===== src/rtl/spi_ram_arbiter.sv =====
// Round-robin, whole-transaction arbiter sharing one SPI RAM pin set between two requesters.
// Optional ownership watchdog is compiled in when ARB_TIMEOUT_EN is defined.
module spi_ram_arbiter #(
  parameter int MIN_DESELECT = 2,
  parameter int TIMEOUT      = 4096
) (
  input  logic       clk,
  input  logic       rst,
  input  logic       req0_select,
  input  logic       req0_mosi,
  input  logic       req0_clk_en,
  output logic       req0_miso,
  output logic       req0_wait,
  input  logic       req1_select,
  input  logic       req1_mosi,
  input  logic       req1_clk_en,
  output logic       req1_miso,
  output logic       req1_wait,
  output logic       spi_select,
  output logic       spi_mosi,
  output logic       spi_clk_en,
  input  logic       spi_miso,
  output logic [1:0] grant,
  output logic       timeout_err
);

  localparam int GAP_W = (MIN_DESELECT > 1) ? $clog2(MIN_DESELECT) : 1;

  if (MIN_DESELECT < 1 || TIMEOUT < 1) begin : g_param_check
    $error("spi_ram_arbiter: MIN_DESELECT and TIMEOUT must be >= 1");
  end

  typedef enum logic [1:0] {IDLE, OWN0, OWN1, GAP} state_t;

  state_t           state, state_nx;
  logic [GAP_W-1:0] gap_cnt, gap_cnt_nx;
  logic             last, last_nx;
  logic             select_nx, mosi_nx, clk_en_nx;
  logic [1:0]       grant_nx;
  logic [1:0]       eligible;
  logic             pick;
  logic             owning, own_select, own_mosi, own_clk_en;
  logic             timeout_hit;

  assign owning     = (state == OWN0) || (state == OWN1);
  assign own_select = (state == OWN1) ? req1_select : req0_select;
  assign own_mosi   = (state == OWN1) ? req1_mosi   : req0_mosi;
  assign own_clk_en = (state == OWN1) ? req1_clk_en : req0_clk_en;

  // pick = 1 selects req1; on contention the requester not granted last wins
  assign pick = eligible[1] & (~eligible[0] | ~last);

  assign req0_miso = grant[0] & spi_miso;
  assign req1_miso = grant[1] & spi_miso;
  assign req0_wait = !req0_select && !grant[0];
  assign req1_wait = !req1_select && !grant[1];

`ifdef ARB_TIMEOUT_EN
  localparam int TO_W = (TIMEOUT > 1) ? $clog2(TIMEOUT) : 1;

  logic [TO_W-1:0] own_cnt;
  logic [1:0]      locked;
  logic            err;

  // A natural release on the final cycle is not counted as a timeout
  assign timeout_hit = owning && !own_select && (own_cnt == TO_W'(TIMEOUT - 1));
  assign eligible    = ~{req1_select, req0_select} & ~locked;
  assign timeout_err = err;

  // A timed-out requester stays locked out until it has raised select once
  always_ff @(posedge clk or posedge rst) begin
    if (rst) begin
      own_cnt <= '0;
      locked  <= 2'b00;
      err     <= 1'b0;
    end else begin
      own_cnt   <= owning ? own_cnt + TO_W'(1) : '0;
      err       <= err | timeout_hit;
      locked[0] <= (timeout_hit && state == OWN0) || (locked[0] && !req0_select);
      locked[1] <= (timeout_hit && state == OWN1) || (locked[1] && !req1_select);
    end
  end
`else
  assign timeout_hit = 1'b0;
  assign eligible    = ~{req1_select, req0_select};
  assign timeout_err = 1'b0;
`endif

  always_ff @(posedge clk or posedge rst) begin
    if (rst) begin
      state      <= IDLE;
      grant      <= 2'b00;
      spi_select <= 1'b1;
      spi_mosi   <= 1'b0;
      spi_clk_en <= 1'b0;
      gap_cnt    <= '0;
      last       <= 1'b1;
    end else begin
      state      <= state_nx;
      grant      <= grant_nx;
      spi_select <= select_nx;
      spi_mosi   <= mosi_nx;
      spi_clk_en <= clk_en_nx;
      gap_cnt    <= gap_cnt_nx;
      last       <= last_nx;
    end
  end

  always_comb begin
    state_nx   = state;
    grant_nx   = grant;
    select_nx  = spi_select;
    mosi_nx    = spi_mosi;
    clk_en_nx  = spi_clk_en;
    gap_cnt_nx = gap_cnt;
    last_nx    = last;
    case (state)
      IDLE: begin
        // The winner's first bit is loaded on the grant edge so pins lag by one cycle
        if (|eligible) begin
          state_nx  = pick ? OWN1 : OWN0;
          grant_nx  = pick ? 2'b10 : 2'b01;
          last_nx   = pick;
          select_nx = 1'b0;
          mosi_nx   = pick ? req1_mosi   : req0_mosi;
          clk_en_nx = pick ? req1_clk_en : req0_clk_en;
        end
      end
      OWN0, OWN1: begin
        if (own_select || timeout_hit) begin
          state_nx   = GAP;
          grant_nx   = 2'b00;
          select_nx  = 1'b1;
          clk_en_nx  = 1'b0;
          gap_cnt_nx = GAP_W'(MIN_DESELECT - 1);
        end else begin
          select_nx = 1'b0;
          mosi_nx   = own_mosi;
          clk_en_nx = own_clk_en;
        end
      end
      GAP: begin
        // Together with the IDLE cycle this holds select high MIN_DESELECT cycles
        select_nx = 1'b1;
        clk_en_nx = 1'b0;
        if (gap_cnt <= GAP_W'(1)) state_nx = IDLE;
        if (gap_cnt != '0) gap_cnt_nx = gap_cnt - GAP_W'(1);
      end
      default: state_nx = IDLE;
    endcase
  end

endmodule


===== config.mk =====
export PLATFORM = sky130hd
export DESIGN_NAME = spi_ram_arbiter
export DESIGN_NICKNAME = d
export VERILOG_FILES = /design/src/rtl/spi_ram_arbiter.sv
export SDC_FILE = /design/constraint.sdc
export NUM_CORES = 1
export LEC_CHECK = 0
export CORE_AREA = 2 2 39 41
export DETAILED_ROUTE_END_ITERATION = 16
export DIE_AREA = 0 0 41 43
export PLACE_DENSITY = 0.82
export SYNTH_ARGS = -nofsm -noshare
export SYNTH_HDL_FRONTEND = slang
export SYNTH_SLANG_ARGS = --single-unit

===== constraint.sdc =====
create_clock -name clk -period 4.22 [get_ports clk]
set_clock_uncertainty 0.2 [all_clocks]
set_input_delay 0.844 -clock clk [delete_from_list [all_inputs] [get_ports clk]]
set_output_delay 0.844 -clock clk [all_outputs]
set_load 0.02 [all_outputs]

== After elaboration in Yosys (flattened, before gate mapping) ==
Cells that the tools add are included.

* Add/subtract/negate cells: 1
* Magnitude comparators: 1
* Eq/ne operators: 7
* Muxes and demuxes: 24
* Bitwise operators: 7
* Reduce and logical (&&, ||, !) cells: 16

{| class="wikitable"
|+ Operator list
! kind !! number
|-
| $mux 1 || 13
|-
| $mux 2 || 5
|-
| $reduce_and 3->1 || 3
|-
| $ne 2x2->1 const B || 4
|-
| $pmux 1 s3 || 2
|-
| $pmux 2 s3 || 1
|-
| $eq 2x2->1 const B || 2
|-
| $logic_not 1->1 || 4
|-
| $pmux 1 s2 || 2
|-
| $pmux 2 s2 || 1
|-
| $reduce_and 2->1 || 2
|-
| $reduce_bool 2->1 || 2
|-
| $reduce_or 2->1 || 2
|-
| $and 1x1->1 || 3
|-
| $eq 2x1->1 const B || 1
|-
| $logic_and 1x1->1 || 2
|-
| $logic_not 2->1 || 1
|-
| $not 1->1 || 2
|-
| $not 2->2 || 1
|-
| $le 1x1->1 const B || 1
|-
| $or 1x1->1 || 1
|-
| $sub 1x1->1 const B || 1
|}

* Bits in registers: 9
* Input bits: 9
* Output and inout bits: 10
* Word-level logic and storage cells: 63

== Longest topological paths before layout ==
* Depth in word-level cells: 7
* Mapped depth: 7
* Mapped depth without buffers: 6

== Least setup slack after synthesis ==
Ideal clock, no wire load.

* Path kind: input-to-output
* Start: in req0_select
* End: out req0_wait
* Arrival: 1.238 ns
* Data required time: 3.176 ns
* Slack: 1.938 ns
* Cell stages on the path: 2
* Buffers on the path: 1
* Path through: buf_6 -> nor2_1

* Word-level cells in the longest chain between the ends: 2

{| class="wikitable"
|+ RTL lines
! element !! RTL line !! source
|-
| start, declared || 9 || <nowiki>input logic req0_select,</nowiki>
|-
| $logic_not 1->1 || 55 || <nowiki>assign req0_wait = !req0_select && !grant[0];</nowiki>
|-
| $logic_and 1x1->1 || 55 ||
|-
| end, declared || 13 || <nowiki>output logic req0_wait,</nowiki>
|}

No other way between the ends.

== Worst setup path after layout ==
Ends and elaborated chain as after synthesis.

==> results.py <==
metrics = {
    "timing": {
        "final_max_slew_viol_count": 0,
        "setup_viol": 0,
        "finalCriticalPeriod_ns": 3.20,
        "tns_ns": 0,
        "rsz0062_at_grt": "false",
        "finalCritPeriodShare": 0.758,
        "max_freq_mhz": 312,
        "timing.final.hold_violations": 0,
        "hold_ws_ns": 0.311,
        "setup_slack_ns": 1.02,
    },
    "clock_tree": {
        "cts.repair.resized": 0,
        "h-tree-depth": 1,
        "cts_root_buf": "clkbuf_4",
        "clock-sinks": 8,
        "post_cts_buffers": 0,
        "cts_buffer_depth": 2,
        "ctsHoldBuffers": 0,
        "numCtsBuffers": 3,
        "clock_latency_ns": 0.25,
        "cts_tree": "built",
        "clk_pin_slew_worst_paths_ns": 0.05,
    },
    "power": {
        "power_density_nw_per_um2": 751,
        "p_leak_nw": 0.354,
        "peakVddDrop_mv": 0.328,
    },
    "synth": {
        "synthMuxAreaShare": 0.134,
        "synth.distinct_cells": 28,
        "synth_compound_area_frac": 0.190,
        "ys_seq_area_frac": 0.328,
        "netlist_area_um2": 618,
        "synth_top_family_by_area": "compound AO/OA/AOI/OAI gates",
        "synth-simple-area-share": 0.148,
        "synthAdderAreaFrac": 0.101,
        "synth-seq-cells": 8,
        "syn_area_per_cell_um2": 9.23,
        "syn-num-nets": 81,
        "yosysWarnings": 0,
        "synthXorXnorAreaFrac": 0,
        "syn-instance-count": 67,
    },
    "worst_setup_path": {
        "r2r_start": "state[1]$_DFFE_PP0P_",
        "critPathSlowestCell": "clkdlybuf4s50_1",
        "cpPeakStageDelay_ns": 0.61,
        "crit_type": "input port to primary output",
        "r2r_setup_slack_ns": 2.26,
        "ff2ff_path_depth": 5,
        "critPathCaptureType": "primary output",
        "path_max_fanout": 9,
        "crit_chain": "clkdlybuf4s50_1 -> nor2_1 -> clkdlybuf4s50_1",
        "r2r_end": "state[0]$_DFFE_PP0P_",
        "path_buf_inv": 2,
        "crit_top_cell": "clkdlybuf4s50_1",
        "critical-path-top-delay-family": "buffers and inverters",
        "crit_required_ns": 3.18,
        "path_depth": 3,
        "start_kind": "input port",
        "crit_arrival_ns": 2.16,
    },
    "route": {
        "ant_nets": 0,
        "via_per_inst": 5.48,
        "via_count": 543,
        "drtIter0Drc": 12,
        "drc": 0,
        "wl_per_cell_um": 13.0,
        "drtPass1Iterations": 4,
        "routed_wl_mm": 1.29,
    },
    "global_route": {
        "overflow": 0,
        "grt_max_degree": 11,
        "grtUsageMet2": 0.253,
        "use_met1": 0.207,
        "gr-usage-met3": 0.0785,
        "track_usage": 0.173,
        "grt_pass1_wl_mm": 2.01,
        "antenna_found_initial": 0,
        "grt-busiest-layer": "met2",
        "grt_pass1_vias": 436,
    },
    "hold_path": {
        "min_from": "spi_clk_en$_DFFE_PP0P_",
        "min_to": "spi_clk_en$_DFFE_PP0P_",
        "hold_path_class": "flip-flop to flip-flop",
        "min_path_cells": 1,
    },
    "place": {
        "portBuffers": 17,
        "place.gp.congestion": 0.773,
        "dp_slack_ns": 1.02,
        "dp_hpwl_mm": 1.02,
    },
    "status": {
        "status": "finished, final reports clean",
    },
    "floorplan": {
        "die_y_um": 43,
        "fp-row-count": 14,
        "fp.dieW_um": 41,
        "initial_core_util": 0.447,
        "core_area_um2": 1380,
        "pin_count": 19,
        "dieArea_um2": 1760,
    },
    "cells_and_area": {
        "area_delta_synth_final_pct": 28.7,
        "diodes": 0,
        "layout-drive-gt1-share": 0.133,
        "nets": 99,
    },
    "job": {
        "max-cap-violations": 0,
    },
}
## power breakdown
part	internal [W]	switching [W]	leakage, nW
clock	0.0000325	0.0000253	0.0138
sequential	0.000121	0.0000279	0.0953
combinational	0.000194	0.000197	0.244
## per-stage QoR
stage,power [W],std cells,instance area [µm²],utilization
6_report,0.000598,99,796,0.575
5_1_grt,0.000641,99,796,0.575
4_1_cts,0.000601,99,796,0.575
3_5_place_dp,0.000539,96,773,0.559
3_3_place_gp,0.000528,96,773,0.559
2_1_floorplan,0.000444,67,618,-
## metal layers
metal,vias to the layer above,part of all wire,wire [µm]
li1,264,-,-
met1,246,0.42,545
met2,25,0.50,638
met3,8,0.057,74
met4,0,0.023,30
met5,-,0,0
## how the worst max path moves through the flow
stage | start | end
2_1_floorplan | req0_select | req0_wait
3_3_place_gp | req0_select | req0_wait
3_5_place_dp | req0_select | req0_wait
4_1_cts | req0_select | req0_wait
5_1_grt | req0_select | req0_wait
6_report | req0_select | req0_wait
## Yosys cell counts
| cell type | count | area share |
|---|---|---|
| a22oi_1 | 1 | 0.012 |
| nand3_1 | 1 | 0.0081 |
| buf_2 | 1 | 0.0081 |
| dfstp_2 | 2 | 0.085 |
| dfrtp_1 | 6 | 0.24 |
| mux2i_1 | 3 | 0.049 |
| nor4_1 | 1 | 0.010 |
| inv_1 | 6 | 0.036 |
| buf_6 | 2 | 0.036 |
| nor2_1 | 6 | 0.036 |
| and2_1 | 2 | 0.020 |
| a31oi_1 | 2 | 0.020 |
| buf_4 | 1 | 0.012 |
| nand2_1 | 6 | 0.036 |
| ha_1 | 5 | 0.10 |
| mux2_4 | 2 | 0.049 |
| o22ai_1 | 1 | 0.010 |
| o32a_1 | 1 | 0.016 |
| a21oi_1 | 6 | 0.049 |
| mux2_2 | 2 | 0.036 |
| o221ai_1 | 1 | 0.014 |
| nand3b_1 | 1 | 0.012 |
| and2b_2 | 1 | 0.014 |
| o21a_4 | 1 | 0.024 |
| conb_1 | 1 | 0.0061 |
| nand2b_1 | 1 | 0.010 |
| o21ai_0 | 2 | 0.016 |
| o2bb2ai_1 | 2 | 0.028 |
## flip-flops by register name, indices dropped and copies added, names as in the netlist
register,cells
grant,2
spi_mosi,1
spi_select,1
state,2
last,1
spi_clk_en,1
## cells by family (layout without fill, tap and decap cells)
family | after synthesis | count (layout)
AOI/OAI and AO/OA | 17 | 17
adders and majority gates | 5 | 5
buffers and inverters | 10 | 26
DFF | 8 | 8
muxes | 7 | 7
other | 1 | 1
and+or+nand+nor | 19 | 19
## layout by cell type (no fill, tap or decap)
cell type / n
mux2_2: 2
o32a_1: 1
o21ai_0: 2
o21a_4: 1
a22oi_1: 1
o221ai_1: 1
nand2b_1: 1
and2b_2: 1
inv_1: 6
clkbuf_4: 3
and2_1: 2
dfstp_2: 2
nor4_1: 1
o2bb2ai_1: 2
mux2i_1: 3
nand3b_1: 1
mux2_4: 2
a31oi_1: 2
nand3_1: 1
nor2_1: 6
conb_1: 1
clkdlybuf4s50_1: 17
nand2_1: 6
a21oi_1: 6
o22ai_1: 1
ha_1: 5
dfrtp_1: 6
## layout make-up
type	count	area [µm²]
clock buffers	3	22.5
fillers	135	588
inverters	6	22.5
flip-flops and latches	8	203
multi-input cells	49	358
well taps	16	20.0
repair buffers	17	170
Power figures use the tool's default switching activity.
